File: src/rtl/gpio_bank_mm.sv
// Memory-mapped GPIO bank: per-channel OUT/IN/STATUS/IRQ_EN registers behind a
// pin synchroniser, edge detector with sticky W1C flags and a registered IRQ.
module gpio_bank_mm #(
   parameter int          NUM_CH      = 2,
   parameter int          GPIO_W      = 8,
   parameter logic [31:0] BASE_ADDR   = 32'h1001_0000,
   parameter int          SYNC_STAGES = 2,
   parameter int          EDGE_MODE   = 0
) (
   input  logic                     clk,
   input  logic                     reset,
   input  logic                     we_i,
   input  logic [31:0]              addr_i,
   input  logic [31:0]              wdata_i,
   output logic [31:0]              rdata_o,
   output logic                     sel_o,
   input  logic [NUM_CH*GPIO_W-1:0] gpio_i,
   output logic [NUM_CH*GPIO_W-1:0] gpio_o,
   output logic                     irq_o
);

   localparam int          W    = NUM_CH * GPIO_W;
   localparam logic [31:0] SPAN = 32'(16 * NUM_CH + 4);

   logic [W-1:0] r_sync [SYNC_STAGES];
   logic [W-1:0] r_prev;
   logic [W-1:0] r_out;
   logic [W-1:0] r_en;
   logic [W-1:0] r_status;
   logic         r_irq;

   logic [31:0]       w_off;
   logic              w_hit;
   logic              w_wr;
   logic [3:0]        w_ch;
   logic [1:0]        w_reg;
   logic [W-1:0]      w_in;
   logic [W-1:0]      w_event;
   logic [W-1:0]      w_mask;
   logic [W-1:0]      w_wrep;
   logic [W-1:0]      w_clr;
   logic [NUM_CH-1:0] w_sum;
   logic [GPIO_W-1:0] w_field;
   logic              w_unused;

   // Range check is done on the offset so the window never wraps past BASE_ADDR.
   assign w_off    = addr_i - BASE_ADDR;
   assign w_hit    = (addr_i >= BASE_ADDR) && (w_off < SPAN) && (addr_i[1:0] == 2'b00);
   assign w_wr     = we_i & w_hit;
   assign w_ch     = w_off[7:4];
   assign w_reg    = w_off[3:2];
   assign w_in     = r_sync[SYNC_STAGES-1];
   assign w_wrep   = {NUM_CH{wdata_i[GPIO_W-1:0]}};
   assign w_clr    = (w_wr && (w_reg == 2'd2)) ? (w_wrep & w_mask) : '0;
   assign w_unused = ^wdata_i;

   generate
      if (EDGE_MODE == 0) begin : g_rise
         assign w_event = w_in & ~r_prev;
      end else if (EDGE_MODE == 1) begin : g_fall
         assign w_event = ~w_in & r_prev;
      end else begin : g_both
         assign w_event = w_in ^ r_prev;
      end
   endgenerate

   // Channel lane mask is empty for the IRQ_SUM slot, so its writes fall away.
   always_comb begin
      w_mask = '0;
      for (int k = 0; k < NUM_CH; k++) begin
         if (w_ch == 4'(k)) w_mask[k*GPIO_W +: GPIO_W] = '1;
      end
   end

   always_comb begin
      w_sum = '0;
      for (int k = 0; k < NUM_CH; k++) begin
         w_sum[k] = |(r_status[k*GPIO_W +: GPIO_W] & r_en[k*GPIO_W +: GPIO_W]);
      end
   end

   always_comb begin
      w_field = '0;
      for (int k = 0; k < NUM_CH; k++) begin
         if (w_ch == 4'(k)) begin
            case (w_reg)
               2'd0:    w_field = r_out[k*GPIO_W +: GPIO_W];
               2'd1:    w_field = w_in[k*GPIO_W +: GPIO_W];
               2'd2:    w_field = r_status[k*GPIO_W +: GPIO_W];
               default: w_field = r_en[k*GPIO_W +: GPIO_W];
            endcase
         end
      end
   end

   assign sel_o   = w_hit;
   assign rdata_o = !w_hit                 ? 32'd0 :
                    (w_ch == 4'(NUM_CH))   ? 32'(w_sum) :
                                             32'(w_field);

   always_ff @(posedge clk) begin
      if (reset) begin
         for (int s = 0; s < SYNC_STAGES; s++) r_sync[s] <= '0;
         r_prev <= '0;
      end else begin
         r_sync[0] <= gpio_i;
         for (int s = 1; s < SYNC_STAGES; s++) r_sync[s] <= r_sync[s-1];
         r_prev <= w_in;
      end
   end

   // A new event overrides a same-cycle W1C of the same bit.
   always_ff @(posedge clk) begin
      if (reset) begin
         r_out    <= '0;
         r_en     <= '0;
         r_status <= '0;
         r_irq    <= 1'b0;
      end else begin
         if (w_wr && (w_reg == 2'd0)) r_out <= (r_out & ~w_mask) | (w_wrep & w_mask);
         if (w_wr && (w_reg == 2'd3)) r_en  <= (r_en  & ~w_mask) | (w_wrep & w_mask);
         r_status <= (r_status & ~w_clr) | w_event;
         r_irq    <= |w_sum;
      end
   end

   assign gpio_o = r_out;
   assign irq_o  = r_irq;

endmodule
File: config.mk
export PLATFORM = sky130hd
export DESIGN_NAME = gpio_bank_mm
export DESIGN_NICKNAME = d
export VERILOG_FILES = /design/src/rtl/gpio_bank_mm.sv
export SDC_FILE = /design/constraint.sdc
export NUM_CORES = 1
export LEC_CHECK = 0
export BUFFER_PORTS_ARGS = -buffer_cell sky130_fd_sc_hd__buf_2
export CAP_MARGIN = 40
export CORE_ASPECT_RATIO = 0.75
export CORE_UTILIZATION = 35
export DETAILED_ROUTE_END_ITERATION = 6
export MAX_ROUTING_LAYER = met4
export PLACE_DENSITY = 0.62
export SLEW_MARGIN = 20
export SYNTH_ARGS = -nofsm -noshare
export SYNTH_HDL_FRONTEND = slang
export SYNTH_SLANG_ARGS = --single-unit
File: constraint.sdc
create_clock -name clk -period 3.9 [get_ports clk]
set_input_delay 0.975 -clock clk [delete_from_list [all_inputs] [get_ports clk]]
set_output_delay 0.975 -clock clk [all_outputs]
set_load 0.05 [all_outputs]
# Yosys cells after proc, flatten, opt, wreduce, memory -nomap -nowiden
# Memories as Yosys holds them, arrays and structs flattened.
# Cells that the tools add are included.
[totals]
regBits = 65
mem_bits_rw = 32
in_bits = 83
output_inout_bits = 50
word_cells = 55
n_memories = 1
[memory_table]
columns = ["name", "words", "word_bits", "rd", "rd_ports_with_merged_regs", "wr", "line", "rtl"]
rows = [
  ["r_sync", 2, 16, 2, 0, 2, "25", "logic [W-1:0] r_sync [SYNC_STAGES];"],
]
[classes]
addsub = 1
n_lt_le_gt_ge = 2
eq_ne = 5
muxes = 14
bitwise_logic = 16
n_reduce_logical = 11
[ops]
columns = ["cell", "count"]
rows = [
  ["$and A16 B16 Y16", 5],
  ["$mux W16", 3],
  ["$mux W8", 6],
  ["$not A16 Y16", 3],
  ["$or A16 B16 Y16", 3],
  ["$pmux W8 S3", 2],
  ["$ge A32 B29 Y1 const B", 1],
  ["$lt A32 B6 Y1 const B", 1],
  ["$sub A32 B29 Y32 const B", 1],
  ["$and A8 B8 Y8", 2],
  ["$reduce_or A16 Y1", 1],
  ["$reduce_or A8 Y1", 2],
  ["$logic_and A1 B1 Y1", 5],
  ["$eq A2 B2 Y1 const B", 2],
  ["$eq A4 B1 Y1 const B", 1],
  ["$eq A4 B2 Y1 const B", 1],
  ["$logic_not A2 Y1", 2],
  ["$logic_not A4 Y1", 1],
  ["$mux W1", 3],
  ["$eq A2 B1 Y1 const B", 1],
  ["$or A1 B1 Y1", 2],
  ["$and A1 B1 Y1", 1],
]

# Longest topological paths before layout
[depth]
word_depth = 10
mapped_depth = 7
depth_no_buf = 5

# Least setup slack after synthesis
# Ideal clock, no wire load.
[synth_timing]
kind = "in2out"
from = "in addr_i[9]"
to = "out rdata_o[0]"
t_arrival_ns = 3.269
required_ns = 2.925
slack_ns = -0.344
path_stages = 5
path_buffers = 0
cell_sequence = "or4_1 -> a2111oi_4 -> and4_1 -> or3b_2 -> nor2_1"
[synth_between]
elab_chain_cells = 5
word_cells_on_any_way = 6
classes_between = "add/sub: 1; order compare: 2; mux: 1; reduce/logical: 2"
[synth_rtl]
columns = ["item", "line", "rtl"]
rows = [
  ["start: declaration", "13", "input logic [31:0] addr_i,"],
  ["$sub A32 B29 Y32", "47", "assign w_off = addr_i - BASE_ADDR;"],
  ["$lt A32 B6 Y1", "48", "assign w_hit = (addr_i >= BASE_ADDR) && (w_off < SPAN) && (addr_i[1:0] == 2'b00);"],
  ["$logic_and A1 B1 Y1 (*) (2 in series)", "48", ""],
  ["$mux W8 (*)", "97", "assign rdata_o = !w_hit ? 32'd0 :"],
  ["end: declaration", "15", "output logic [31:0] rdata_o,"],
]
# Every way passes the cells marked *; elsewhere a longest branch is shown, timed or not.

# Final worst setup path
[layout_timing]
from = "in addr_i[7]"
to = "out rdata_o[0]"
[layout_between]
elab_chain_cells = 6
word_cells_on_any_way = 12
classes_between = "add/sub: 1; order compare: 2; eq/ne: 2; mux: 4; reduce/logical: 3"
[layout_rtl]
columns = ["item", "line"]
rows = [
  ["branches (longest 5 deep; another with $sub A32 B29 Y32)", "n/a"],
  ["$mux W8 (*)", "97"],
]
# Mark *: on every way between the ends.

==> impl_metrics.py <==
metrics = {
    "route": {
        "wl_um": 10100,
        "drc_errors": 0,
        "drt-initial-drc-count": 259,
        "wl_per_cell_um": 15.0,
        "vias": 3208,
        "drtPass1Iterations": 4,
        "via_per_inst": 4.80,
        "ant_nets": 0,
    },
    "placement": {
        "io_buffers": 84,
        "dp_hpwl_um": 7520,
        "gp_congestion": 0.817,
        "dpl.cell_count": 651,
    },
    "timing": {
        "tightest_slew_ns": 0.625,
        "hold_viol_final": 0,
        "fin_setup_tns_ns": -0.00185,
        "min_period_ns": 3.90,
        "fin_skew_ns": 0.00832,
        "layout_setup_ws_ns": -0.00185,
        "fmaxAchievable_mhz": 256,
        "final_max_slew_viol_count": 0,
        "slew_headroom_pct": 58.0,
        "period_share_pct": 100,
        "rsz0062_at_grt": "yes",
        "setup-violations-final": 1,
    },
    "setup_path": {
        "crit_type": "input port to primary output",
        "required_ns": 2.92,
        "crit_path_max_fanout": 3,
        "r2r_setup_slack_ns": 2.75,
        "crit_path_end_kind": "primary output",
        "arrival_ns": 2.93,
        "worstSetupStartpointType": "input port",
    },
    "yosys": {
        "ys_warn_count": 0,
        "synth.distinct_cells": 39,
        "async_reset_ff_share_pct": 0,
        "synth_area_per_cell_um2": 10.9,
        "ys_ff_latch": 97,
        "synthFlopType": "dfxtp_1",
        "yosysTopAreaCell": "dfxtp_1",
        "synthCells": 405,
        "synth_edf_count": 0,
        "yosys-top-cells-area": "dfxtp_1 (44%), nor2b_1 (9.2%), mux2i_1 (9.1%), nand2b_1 (8.2%), mux4_2 (8.2%)",
        "seq_area_frac_synth_pct": 44.1,
        "yosysTopAreaCellShare_pct": 44.1,
        "syn_area_um2": 4400,
    },
    "cells_and_area": {
        "nFillCells": 1149,
        "drive_gt1_share_pct": 29.9,
        "syn2layout_area_growth_pct": 22.1,
        "multiInputGateArea_um2": 2290,
        "layout.cells.non_filler": 668,
        "final_common_cell": "dfxtp_1",
        "regArea_um2": 1940,
        "num_antenna_cells": 0,
        "final_nets": 581,
        "mostFrequentLayoutCells": "dfxtp_1 (97), buf_2 (73), nor2b_1 (65)",
    },
    "die": {
        "core-area_um2": 12300,
        "initial_core_util_pct": 35.9,
        "ioPinCount": 133,
        "rows": 35,
        "dieArea_um2": 13000,
        "die_width_um": 131,
        "die_h_um": 99.1,
    },
    "power_and_ir_drop": {
        "power.density_nw_per_um2": 385,
        "internal-power_mw": 1.56,
        "total_power_mw": 2.07,
        "p_sw_mw": 0.515,
        "p_leak_nw": 2.25,
        "seqPwrFrac_pct": 50.0,
        "vdd_drop_max_mv": 0.251,
        "comb_power_share_pct": 10.2,
        "p_sw_share_pct": 24.9,
        "p_clk_share_pct": 39.8,
    },
    "grt": {
        "grt-ovfl-total": 0,
        "antenna_found_initial": 0,
        "grt_usage_pct": 16.8,
        "grt_pass1_vias": 3066,
        "grt_max_degree": 69,
        "grt_pass1_wl_um": 16300,
    },
    "outcome": {
        "failed_checks": "setup timing",
        "outcome": "finished with violations",
    },
    "cts": {
        "cts_max_level": 3,
        "cts_tree": "yes",
        "clock_sinks": 97,
        "clk_pin_slew_ns": 0.06,
        "cts_buffers": 9,
        "clkLatencyLatePin_ns": 0.35,
        "ctsRootBufferMaster": "clkbuf_16",
        "ctsHoldBuffers": 0,
        "clockBufferDepth": 2,
    },
    "min_path": {
        "hold_path.class": "flip-flop to flip-flop",
    },
    "job": {
        "maxCapViolations": 0,
    },
}
[stage by stage]
step	worst slack, ns	utilization (%)	cell area, um2	hold WS [ns]
after CTS	-0.0184	43.7	5360	0.437
after global placement	-0.234	40.6	4980	0.423
after global routing	-0.0659	43.8	5380	0.459
final	-0.00185	43.8	5380	0.434
after detailed placement	-0.262	40.7	5000	0.421
after floorplan	-0.143	-	4500	0.414
[critical path, cell delays in order]
cell	delay, ns
buf_2	0.10
or4_4	0.52
a2111oi_4	0.36
and4_1	0.26
or3b_4	0.43
nor2_4	0.12
buf_6	0.16
[routing by layer]
metal	GRT usage (%)	vias to the layer above	routed length, um
met5	-	-	0
met4	3.49	0	59
met3	4.99	7	668
met2	25.5	102	4540
met1	22.1	1528	4790
li1	-	1571	-
[what timing repair did]
action                     4_1_cts  5_1_grt
pin swaps                        6        5
setup endpoints to repair        9        9
gates resized for setup         21        5
buffers inserted                 2        0
[power by group through the flow]
stage | registers (mW) | logic (mW) | clock network (mW)
floorplan | 1.05 | 0.165 | 0
global placement | 1.06 | 0.202 | 0
detailed placement | 1.06 | 0.207 | 0
CTS | 1.04 | 0.210 | 0.846
global route | 1.04 | 0.229 | 0.891
finish | 1.04 | 0.211 | 0.823
[Yosys cell counts, drive strengths merged, types with 2 or more instances]
cell and n:
nand4 2, buf 31, mux4 16, nand2b 58
o21ai 2, nor4b 5, nor4 6, a22oi 8
mux2i 40, a2bb2oi 2, nor2b 65, and3 2
nand2 3, a2111oi 2, a311oi 16, or4 6
nor2 13, or3 4, dfxtp 97, nand3 2
or2 3, clkbuf 13
[kinds of logic (layout without fill, tap and decap cells)]
family	after synthesis	after routing	share of synthesized area (%)
simple gates	173	173	25.4
flops	97	97	44.1
mux	56	56	17.3
buf+inv	45	119	6.34
compound gates	32	32	6.54
other cells	1	24	0.0852
xor+xnor	1	1	0.199
[final cells by class]
type / instances / area share (%)
clock inverters: 5 / 0.745
inverters: 1 / 0.0698
clock buffers: 10 / 4.44
well taps: 166 / 3.86
repair buffers: 103 / 12.1
multi-input cells: 286 / 42.6
flip-flops and latches: 97 / 36.1
[final timing paths]
kind	startpoint	endpoint	cells after the start
min	r_sync[0][15]	r_sync[0][31]	1
min reg2reg	r_sync[0][15]	r_sync[0][31]	1
max	addr_i[7]	rdata_o[0]	7
max reg2reg	r_status[5]	irq_o	4
(Power assumes the default switching activity.)
